File: config.mk
export PLATFORM = sky130hd
export DESIGN_NAME = mnist_frame_sender
export DESIGN_NICKNAME = d
export VERILOG_FILES = /design/src/rtl/mnist_frame_sender.sv
export SDC_FILE = /design/constraint.sdc
export NUM_CORES = 1
export LEC_CHECK = 0
export CORE_ASPECT_RATIO = 1.4
export CORE_UTILIZATION = 35
export DETAILED_ROUTE_END_ITERATION = 8
export SLEW_MARGIN = 20
export SYNTH_ARGS = -nofsm -noshare
export SYNTH_HDL_FRONTEND = slang
export SYNTH_SLANG_ARGS = --single-unit
File: constraint.sdc
create_clock -name clk -period 2.4 [get_ports clk]
set_input_delay 0.48 -clock clk [delete_from_list [all_inputs] [get_ports clk]]
set_output_delay 0.48 -clock clk [all_outputs]
set_load 0.02 [all_outputs]
File: src/rtl/mnist_frame_sender.sv
// mnist_frame_sender
// Streams one image (NPIX 8-bit pixels) onto the accelerator's 17-bit pad bus.
// Each pixel is one beat, and GAP idle cycles follow every beat. The block then
// waits for a rising edge on the accelerator's done flag and captures the digit
// it reports. If no edge arrives within TIMEOUT cycles, it raises a sticky error.

module mnist_frame_sender #(
    parameter int NPIX    = 784,
    parameter int GAP     = 1,
    parameter int TIMEOUT = 4096
) (
    input  logic        clk,
    input  logic        wb_rst_i,
    input  logic        start,
    input  logic        pix_valid,
    input  logic [7:0]  pix_data,
    output logic        pix_ready,
    output logic [16:0] acc_bus,
    input  logic [3:0]  acc_digit,
    input  logic        acc_done,
    output logic [3:0]  result_digit,
    output logic        result_valid,
    output logic        busy,
    output logic        timeout_err
);

    localparam int PW = (NPIX > 1) ? $clog2(NPIX) : 1;
    localparam int GW = (GAP > 0) ? $clog2(GAP + 1) : 1;
    localparam int TW = (TIMEOUT > 1) ? $clog2(TIMEOUT) : 1;

    localparam logic [PW-1:0] LAST_PIX = PW'(NPIX - 1);
    localparam logic [GW-1:0] GAP_LOAD = GW'(GAP);
    localparam logic [TW-1:0] TO_LAST  = TW'(TIMEOUT - 1);

    typedef enum logic [1:0] {
        ST_IDLE,
        ST_SEND,
        ST_WAIT
    } state_t;

    state_t state;
    state_t next_state;

    logic [PW-1:0] pix_cnt;
    logic [GW-1:0] gap_cnt;
    logic [TW-1:0] to_cnt;

    logic done_sync1;
    logic done_sync2;
    logic done_prev;
    logic done_rise;

    logic beat;
    logic accept_start;
    logic last_beat;
    logic capture;
    logic expire;

    // A rising edge is only real once the pad level has cleared both synchroniser flops.
    assign done_rise = done_sync2 & ~done_prev;

    // Ready is withheld while the inter-beat gap is still counting down.
    assign pix_ready = (state == ST_SEND) && (gap_cnt == '0);
    assign beat      = pix_valid & pix_ready;

    // State register.
    always_ff @(posedge clk or posedge wb_rst_i) begin
        if (wb_rst_i) begin
            state <= ST_IDLE;
        end else begin
            state <= next_state;
        end
    end

    // Next-state decode. The done edge is tested before the timeout, so the done edge wins a tie.
    always_comb begin
        next_state   = state;
        accept_start = 1'b0;
        last_beat    = 1'b0;
        capture      = 1'b0;
        expire       = 1'b0;
        case (state)
            ST_IDLE: begin
                if (start) begin
                    accept_start = 1'b1;
                    next_state   = ST_SEND;
                end
            end
            ST_SEND: begin
                if (beat && (pix_cnt == LAST_PIX)) begin
                    last_beat  = 1'b1;
                    next_state = ST_WAIT;
                end
            end
            ST_WAIT: begin
                if (done_rise) begin
                    capture    = 1'b1;
                    next_state = ST_IDLE;
                end else if (to_cnt == TO_LAST) begin
                    expire     = 1'b1;
                    next_state = ST_IDLE;
                end
            end
            default: begin
                next_state = ST_IDLE;
            end
        endcase
    end

    // Two-flop synchroniser for the asynchronous done pad, plus the edge-detect history flop.
    always_ff @(posedge clk or posedge wb_rst_i) begin
        if (wb_rst_i) begin
            done_sync1 <= 1'b0;
            done_sync2 <= 1'b0;
            done_prev  <= 1'b0;
        end else begin
            done_sync1 <= acc_done;
            done_sync2 <= done_sync1;
            done_prev  <= done_sync2;
        end
    end

    // Pixel index and gap pacing. The gap reloads after every beat and then drains to zero.
    always_ff @(posedge clk or posedge wb_rst_i) begin
        if (wb_rst_i) begin
            pix_cnt <= '0;
            gap_cnt <= '0;
        end else if (accept_start) begin
            pix_cnt <= '0;
            gap_cnt <= '0;
        end else if (beat) begin
            pix_cnt <= last_beat ? '0 : pix_cnt + PW'(1);
            gap_cnt <= GAP_LOAD;
        end else if (gap_cnt != '0) begin
            gap_cnt <= gap_cnt - GW'(1);
        end
    end

    // Counts cycles spent waiting for the accelerator, starting from zero on entry to WAIT.
    always_ff @(posedge clk or posedge wb_rst_i) begin
        if (wb_rst_i) begin
            to_cnt <= '0;
        end else if (last_beat) begin
            to_cnt <= '0;
        end else if (state == ST_WAIT) begin
            to_cnt <= to_cnt + TW'(1);
        end
    end

    // Registered pad bus. It carries a word only in the cycle after a beat and returns to zero otherwise.
    always_ff @(posedge clk or posedge wb_rst_i) begin
        if (wb_rst_i) begin
            acc_bus <= '0;
        end else if (beat) begin
            acc_bus <= {(pix_cnt == '0), 1'b1, 7'b0, pix_data};
        end else begin
            acc_bus <= '0;
        end
    end

    // Status outputs: busy tracks the next state, the result is latched on capture, and the error is sticky until the next start.
    always_ff @(posedge clk or posedge wb_rst_i) begin
        if (wb_rst_i) begin
            busy         <= 1'b0;
            result_valid <= 1'b0;
            result_digit <= '0;
            timeout_err  <= 1'b0;
        end else begin
            busy         <= (next_state != ST_IDLE);
            result_valid <= capture;
            if (capture) begin
                result_digit <= acc_digit;
            end
            if (accept_start) begin
                timeout_err <= 1'b0;
            end else if (expire) begin
                timeout_err <= 1'b1;
            end
        end
    end

endmodule
==> flow_metrics.py, run 1 <==
metrics = {
    "layout": {
        "stdcell_area_sq_um": 2530,
        "antenna_cells": 0,
        "instances_no_fill": 295,
        "final_layout_size_suffix_gt1_share_pct": 9.69,
        "final_core_util_pct": 45.8,
        "syn2layout_area_growth_pct": 25.7,
        "fin_nets": 246,
    },
    "outcome": {
        "status": "completed",
    },
    "timing": {
        "slew_headroom_pct": 60.0,
        "period_share_pct": 88.7,
        "skew_ps": 6.91,
        "fmax_mhz": 470,
        "rsz0062_at_grt": "no",
        "worstMarginPinSlew_ps": 600,
        "hold_viol": 0,
        "drv_slew": 0,
        "tns_ps": 0,
        "setup_violations": 0,
        "timing.final.crit_period_ps": 2130,
    },
    "logic_synthesis": {
        "synth_ff_type": "dfrtp_1",
        "synth_commonest_cells": "45 x dfrtp_1, 19 x nand2_1, 14 x nand3_1, 14 x o21ai_0, 11 x and2_1",
        "synth_top_cell_by_area": "dfrtp_1",
        "ys_seq_area_share_pct": 56.0,
        "yosysTopAreaCellShare_pct": 56.0,
        "yosysMostFrequentCell": "dfrtp_1",
        "ys_types": 41,
        "async_flop_share_pct": 100,
        "synth.top_cells.by_area": "dfrtp_1 56%, nand2_1 3.5%, nand3_1 3.5%",
        "syn_inst": 186,
        "yosys_warnings": 0,
        "synth-seq-cells": 45,
        "syn_area_sq_um": 2010,
        "syn_avg_cell_area_sq_um": 10.8,
        "synth_edf_count": 0,
    },
    "place": {
        "place.port_buffers": 34,
        "place.gp.congestion": 0.827,
        "dp_hpwl_mm": 2.66,
        "placed_cells": 287,
        "placed_cell_area_sq_um": 2410,
    },
    "power": {
        "p_leak_nw": 1.10,
        "ir_drop_uv": 327,
        "power_density_nw_per_um2": 675,
        "power_mw": 1.71,
    },
    "route": {
        "drt-pass1-iter-count": 4,
        "drcViolationCount": 0,
        "drt_iter0_drc": 52,
        "wire_per_inst_um": 12.7,
        "drt-total-wl_mm": 3.73,
        "vias": 1462,
        "via_per_inst": 4.96,
        "ant_nets": 0,
    },
    "global_routing": {
        "grt_pass1_vias": 1464,
        "grt_first_pass_wirelength_mm": 6.76,
        "grt_overflow": 0,
        "grt_max_degree": 30,
        "antenna_found_initial": 0,
        "gr-usage-all-layers_pct": 14.3,
    },
    "critical_path": {
        "crit_type": "reg2out",
        "slowest_delay_ps": 640,
        "critPathArrivalTime_ps": 1650,
        "start_kind": "register",
        "crit_chain": "nor3b_1 > clkdlybuf4s50_1",
        "worstPathRequired_ps": 1920,
        "slowest_stage": "clkdlybuf4s50_1",
        "crit_path_end_kind": "primary output",
        "critical_path.max_fanout": 9,
    },
    "hold_path": {
        "hp-class": "reg2reg",
    },
    "floorplanning": {
        "die_area_sq_um": 6060,
        "rows": 32,
        "start_util_pct": 36.4,
        "die_y_um": 91.7,
        "die_x_um": 66.1,
        "io-pin-count": 42,
        "coreArea_sq_um": 5530,
    },
    "cts": {
        "postCtsSetupBuffers": 0,
        "clockRootBuffer": "clkbuf_8",
        "clock_sinks": 45,
        "numCtsBuffers": 5,
        "clk_pin_slew_worst_paths_ps": 80,
        "cts_buffer_depth": 2,
        "cts_tree": "done",
        "clkLatencyLatePin_ps": 290,
        "h-tree-depth": 2,
        "cts_resized": 0,
        "hold_buffers": 0,
    },
    "job": {
        "max_cap_violations": 0,
    },
}
final cells by class:
class / count / area, sq um
fillers: 546 / 3000
flip-flops and latches: 45 / 1130
multi-input cells: 124 / 778
repair buffers: 40 / 385
clock buffers: 7 / 86.3
well taps: 68 / 85.1
inverters: 10 / 37.5
clock inverters: 1 / 30.0
metal layers:
metal  vias up  track usage (%)  routed length, um
met5         -                0                  0
met4         0             6.03                 65
met3         4             2.61                137
met2        42             25.2               1970
met1       689             16.6               1560
li1        727                -                  -
cells in the final DEF (no fill, tap or decap), types with 4 or more instances in the layout:
| master | n |
|---|---|
| and2_1 | 11 |
| buf_4 | 6 |
| clkbuf_8 | 6 |
| clkdlybuf4s50_1 | 34 |
| conb_1 | 7 |
| dfrtp_1 | 45 |
| inv_1 | 9 |
| mux2_2 | 4 |
| nand2_1 | 19 |
| nand3_1 | 14 |
| nand4_1 | 4 |
| o211ai_1 | 5 |
| o21ai_0 | 14 |
| or4_1 | 5 |
registers in the layout, indices dropped and copies added (netlist names):
signal	flops
acc_bus	10
busy	1
done_prev	1
done_sync1	1
done_sync2	1
gap_cnt	1
pix_cnt	10
result_digit	4
result_valid	1
state	2
timeout_err	1
to_cnt	12
where the power goes:
group	internal, mW	leakage (nW)	switching, mW
Sequential	0.820	0.558	0.0596
Clock	0.339	0.0585	0.242
Combinational	0.122	0.483	0.124
Total	1.28	1.10	0.426
worst paths after layout:
path / start / to / slack [ps] / depth (start not counted)
max in group asynchronous: wb_rst_i / to_cnt[2]$_DFFE_PP0P_ / 1270 / 3
worst min-delay path: done_sync1$_DFF_PP0_ / done_sync2$_DFF_PP0_ / 350 / 0
min in group asynchronous: wb_rst_i / to_cnt[7]$_DFFE_PP0P_ / 570 / 2
worst max register to register: pix_cnt[0]$_DFFE_PP0P_ / pix_cnt[7]$_DFFE_PP0P_ / 520 / 5
worst max-delay path: state[1]$_DFF_PP0_ / pix_ready / 270 / 2
worst min register to register: done_sync1$_DFF_PP0_ / done_sync2$_DFF_PP0_ / 350 / 0
through the flow:
step | setup WS [ps] | hold slack (ps)
after floorplan | 656 | 331
after global placement | 405 | 337
after detailed placement | 371 | 338
after CTS | 234 | 356
after global routing | 199 | 372
final | 270 | 352
logic make-up after synthesis:
family                     after synthesis  synth area share [%]
and+or+nand+nor                         71                  20.3
xor gates and xnor gates                 4                  1.74
AOI/OAI and AO/OA                       35                  11.3
DFF                                     45                  56.0
other                                    1                 0.186
buffers and inverters                   23                  6.47
muxes                                    4                  2.24
adders and majority gates                3                  1.87
worst max-delay path: cells and delay by family, from the launching register on:
family	cells	cell delay (ps)
buffers and inverters	1	640
DFF	1	480
and+or+nand+nor	1	240
Note: power is estimated with default switching activity, not from simulation.
==> run 2: changes to the inputs <==
--- a/config.mk
+++ b/config.mk
@@ -8,6 +8,7 @@
 export CORE_ASPECT_RATIO = 1.4
 export CORE_UTILIZATION = 35
 export DETAILED_ROUTE_END_ITERATION = 8
+export MAX_ROUTING_LAYER = met4
 export SLEW_MARGIN = 20
 export SYNTH_ARGS = -nofsm -noshare
 export SYNTH_HDL_FRONTEND = slang
==> run 2 against run 1 <==
Net effect:
- final area is the same
- cell count is the same
- first-iteration DRC count shrank 3.8%
- register-to-register slack is essentially flat
- largest cell class unchanged
- largest power group unchanged
==> flow_metrics.py, run 2 (synthesized netlist as in run 1, its figures left out) <==
metrics = {
    "timing": {
        "rsz0062_at_grt": "no",
        "skew_ps": 6.69,
        "timing.final.crit_period_ps": 2130,
        "tns_ps": 0,
        "setup_violations": 0,
        "fmax_mhz": 469,
        "slew_headroom_pct": 60.1,
        "period_share_pct": 88.9,
        "setup_slack_ps": 268,
        "worstMarginPinSlew_ps": 598,
        "drv_slew": 0,
        "hold_viol": 0,
    },
    "place": {
        "dp_hpwl_mm": 2.66,
        "place.gp.congestion": 0.839,
        "place.port_buffers": 34,
        "place_ws_ps": 371,
    },
    "layout": {
        "final_common_cell": "dfrtp_1",
        "final_layout_size_suffix_gt1_share_pct": 9.69,
        "top_register": "to_cnt",
        "reg_top3": "to_cnt x12, acc_bus x10, pix_cnt x10",
        "antenna_cells": 0,
        "syn2layout_area_growth_pct": 25.7,
        "mostFrequentLayoutCells": "45 x dfrtp_1, 34 x clkdlybuf4s50_1, 19 x nand2_1",
        "fin_nets": 246,
        "largest_reg_flops": 12,
        "fill_cells": 546,
    },
    "cts": {
        "h-tree-depth": 2,
        "cts_buffer_depth": 2,
        "clock_sinks": 45,
        "numCtsBuffers": 5,
        "cts_resized": 0,
        "hold_buffers": 0,
        "clk_pin_slew_worst_paths_ps": 80,
        "cts_tree": "done",
        "clockRootBuffer": "clkbuf_8",
        "postCtsSetupBuffers": 0,
        "clkLatencyLatePin_ps": 290,
    },
    "job": {
        "max_cap_violations": 0,
    },
    "power": {
        "ir_drop_uv": 328,
        "power_density_nw_per_um2": 676,
        "p_leak_nw": 1.10,
    },
    "critical_path": {
        "slowest_stage": "clkdlybuf4s50_1",
        "worst-r2r-cell-count": 5,
        "crit_type": "reg2out",
        "worst-path-buf-inv": 1,
        "worstPathRequired_ps": 1920,
        "r2r_end": "pix_cnt[7]$_DFFE_PP0P_",
        "slowest_delay_ps": 640,
        "critical_path.max_fanout": 9,
        "start_kind": "register",
        "critPathArrivalTime_ps": 1650,
        "crit_path_end_kind": "primary output",
        "worst_path_dominant_cell_family": "buffers and inverters",
        "r2r_start": "pix_cnt[0]$_DFFE_PP0P_",
        "crit_chain": "nor3b_1 > clkdlybuf4s50_1",
        "r2r_setup_slack_ps": 520,
    },
    "floorplanning": {
        "die_x_um": 66.1,
        "start_util_pct": 36.4,
        "die_area_sq_um": 6060,
        "io-pin-count": 42,
        "rows": 32,
        "coreArea_sq_um": 5530,
        "die_y_um": 91.7,
    },
    "global_routing": {
        "antenna_found_initial": 0,
        "grt_pass1_vias": 1467,
        "grt_overflow": 0,
        "grt_max_degree": 30,
        "gr-usage-all-layers_pct": 14.7,
        "grt_first_pass_wirelength_mm": 6.76,
    },
    "outcome": {
        "status": "completed",
    },
    "route": {
        "drt_iter0_drc": 50,
        "ant_nets": 0,
        "drcViolationCount": 0,
        "via_per_inst": 4.91,
        "vias": 1449,
        "drt-pass1-iter-count": 4,
        "drt-total-wl_mm": 3.74,
        "wire_per_inst_um": 12.7,
    },
    "hold_path": {
        "min_from": "done_sync1$_DFF_PP0_",
        "whs_path_depth": 0,
        "hp-class": "reg2reg",
        "min_to": "done_sync2$_DFF_PP0_",
    },
}
==> run 2: how the worst max path moves through the flow <==
| stage | from | to | cells past startpoint |
|---|---|---|---|
| 3_5_place_dp | pix_valid | pix_cnt[7]$_DFFE_PP0P_ | 5 |
| 3_3_place_gp | pix_valid | pix_cnt[7]$_DFFE_PP0P_ | 5 |
| 2_1_floorplan | pix_cnt[0]$_DFFE_PP0P_ | pix_cnt[7]$_DFFE_PP0P_ | 5 |
| 6_report | state[1]$_DFF_PP0_ | pix_ready | 2 |
| 4_1_cts | state[1]$_DFF_PP0_ | pix_ready | 2 |
| 5_1_grt | state[1]$_DFF_PP0_ | pix_ready | 2 |
==> run 2: final cells by class <==
| type | instances | area [sq um] | share of cell area (%) |
|---|---|---|---|
| sequential | 45 | 1130 | 44.5 |
| multi-input combinational | 124 | 778 | 30.8 |
| timing repair buffer | 40 | 385 | 15.2 |
| clock buffer | 7 | 86.3 | 3.41 |
| tap | 68 | 85.1 | 3.36 |
| inverter | 10 | 37.5 | 1.48 |
| clock inverter | 1 | 30.0 | 1.19 |
==> run 2: where the power goes <==
group	switching, mW	total, mW	leakage, nW	internal, mW
combinational	0.124	0.246	0.483	0.122
clock	0.244	0.583	0.0585	0.339
sequential	0.0596	0.880	0.558	0.820
total	0.427	1.71	1.10	1.28
==> run 2: metrics by stage <==
stage | hold WS, ps | std cells | instance area (sq um) | power, mW | util [%]
2_1_floorplan | 331 | 192 | 2030 | 1.04 | -
3_3_place_gp | 337 | 287 | 2410 | 1.14 | 43.7
3_5_place_dp | 338 | 287 | 2410 | 1.15 | 43.7
4_1_cts | 356 | 295 | 2530 | 1.74 | 45.8
5_1_grt | 372 | 295 | 2530 | 1.79 | 45.8
6_report | 352 | 295 | 2530 | 1.71 | 45.8
==> run 2: worst reg2reg max path, cell delays in order (launching register included) <==
cell     delay, ps
dfrtp_1        430
ha_1           270
and3_1         250
a31o_2         270
or4_1          500
nand3_1        100
==> run 2: layer usage <==
metal | up-vias | track usage (%) | routed length [um]
li1 | 727 | - | -
met1 | 682 | 16.6 | 1560
met2 | 36 | 25.2 | 1980
met3 | 4 | 2.61 | 133
met4 | 0 | 6.03 | 65
met5 | - | - | 0
==> run 3: changes to the inputs <==
--- a/config.mk
+++ b/config.mk
@@ -13,3 +13,4 @@
 export SYNTH_ARGS = -nofsm -noshare
 export SYNTH_HDL_FRONTEND = slang
 export SYNTH_SLANG_ARGS = --single-unit
+export TNS_END_PERCENT = 30
==> results of run 3 <==
The final DEF is identical to that of run 2; final timing and power are the same.
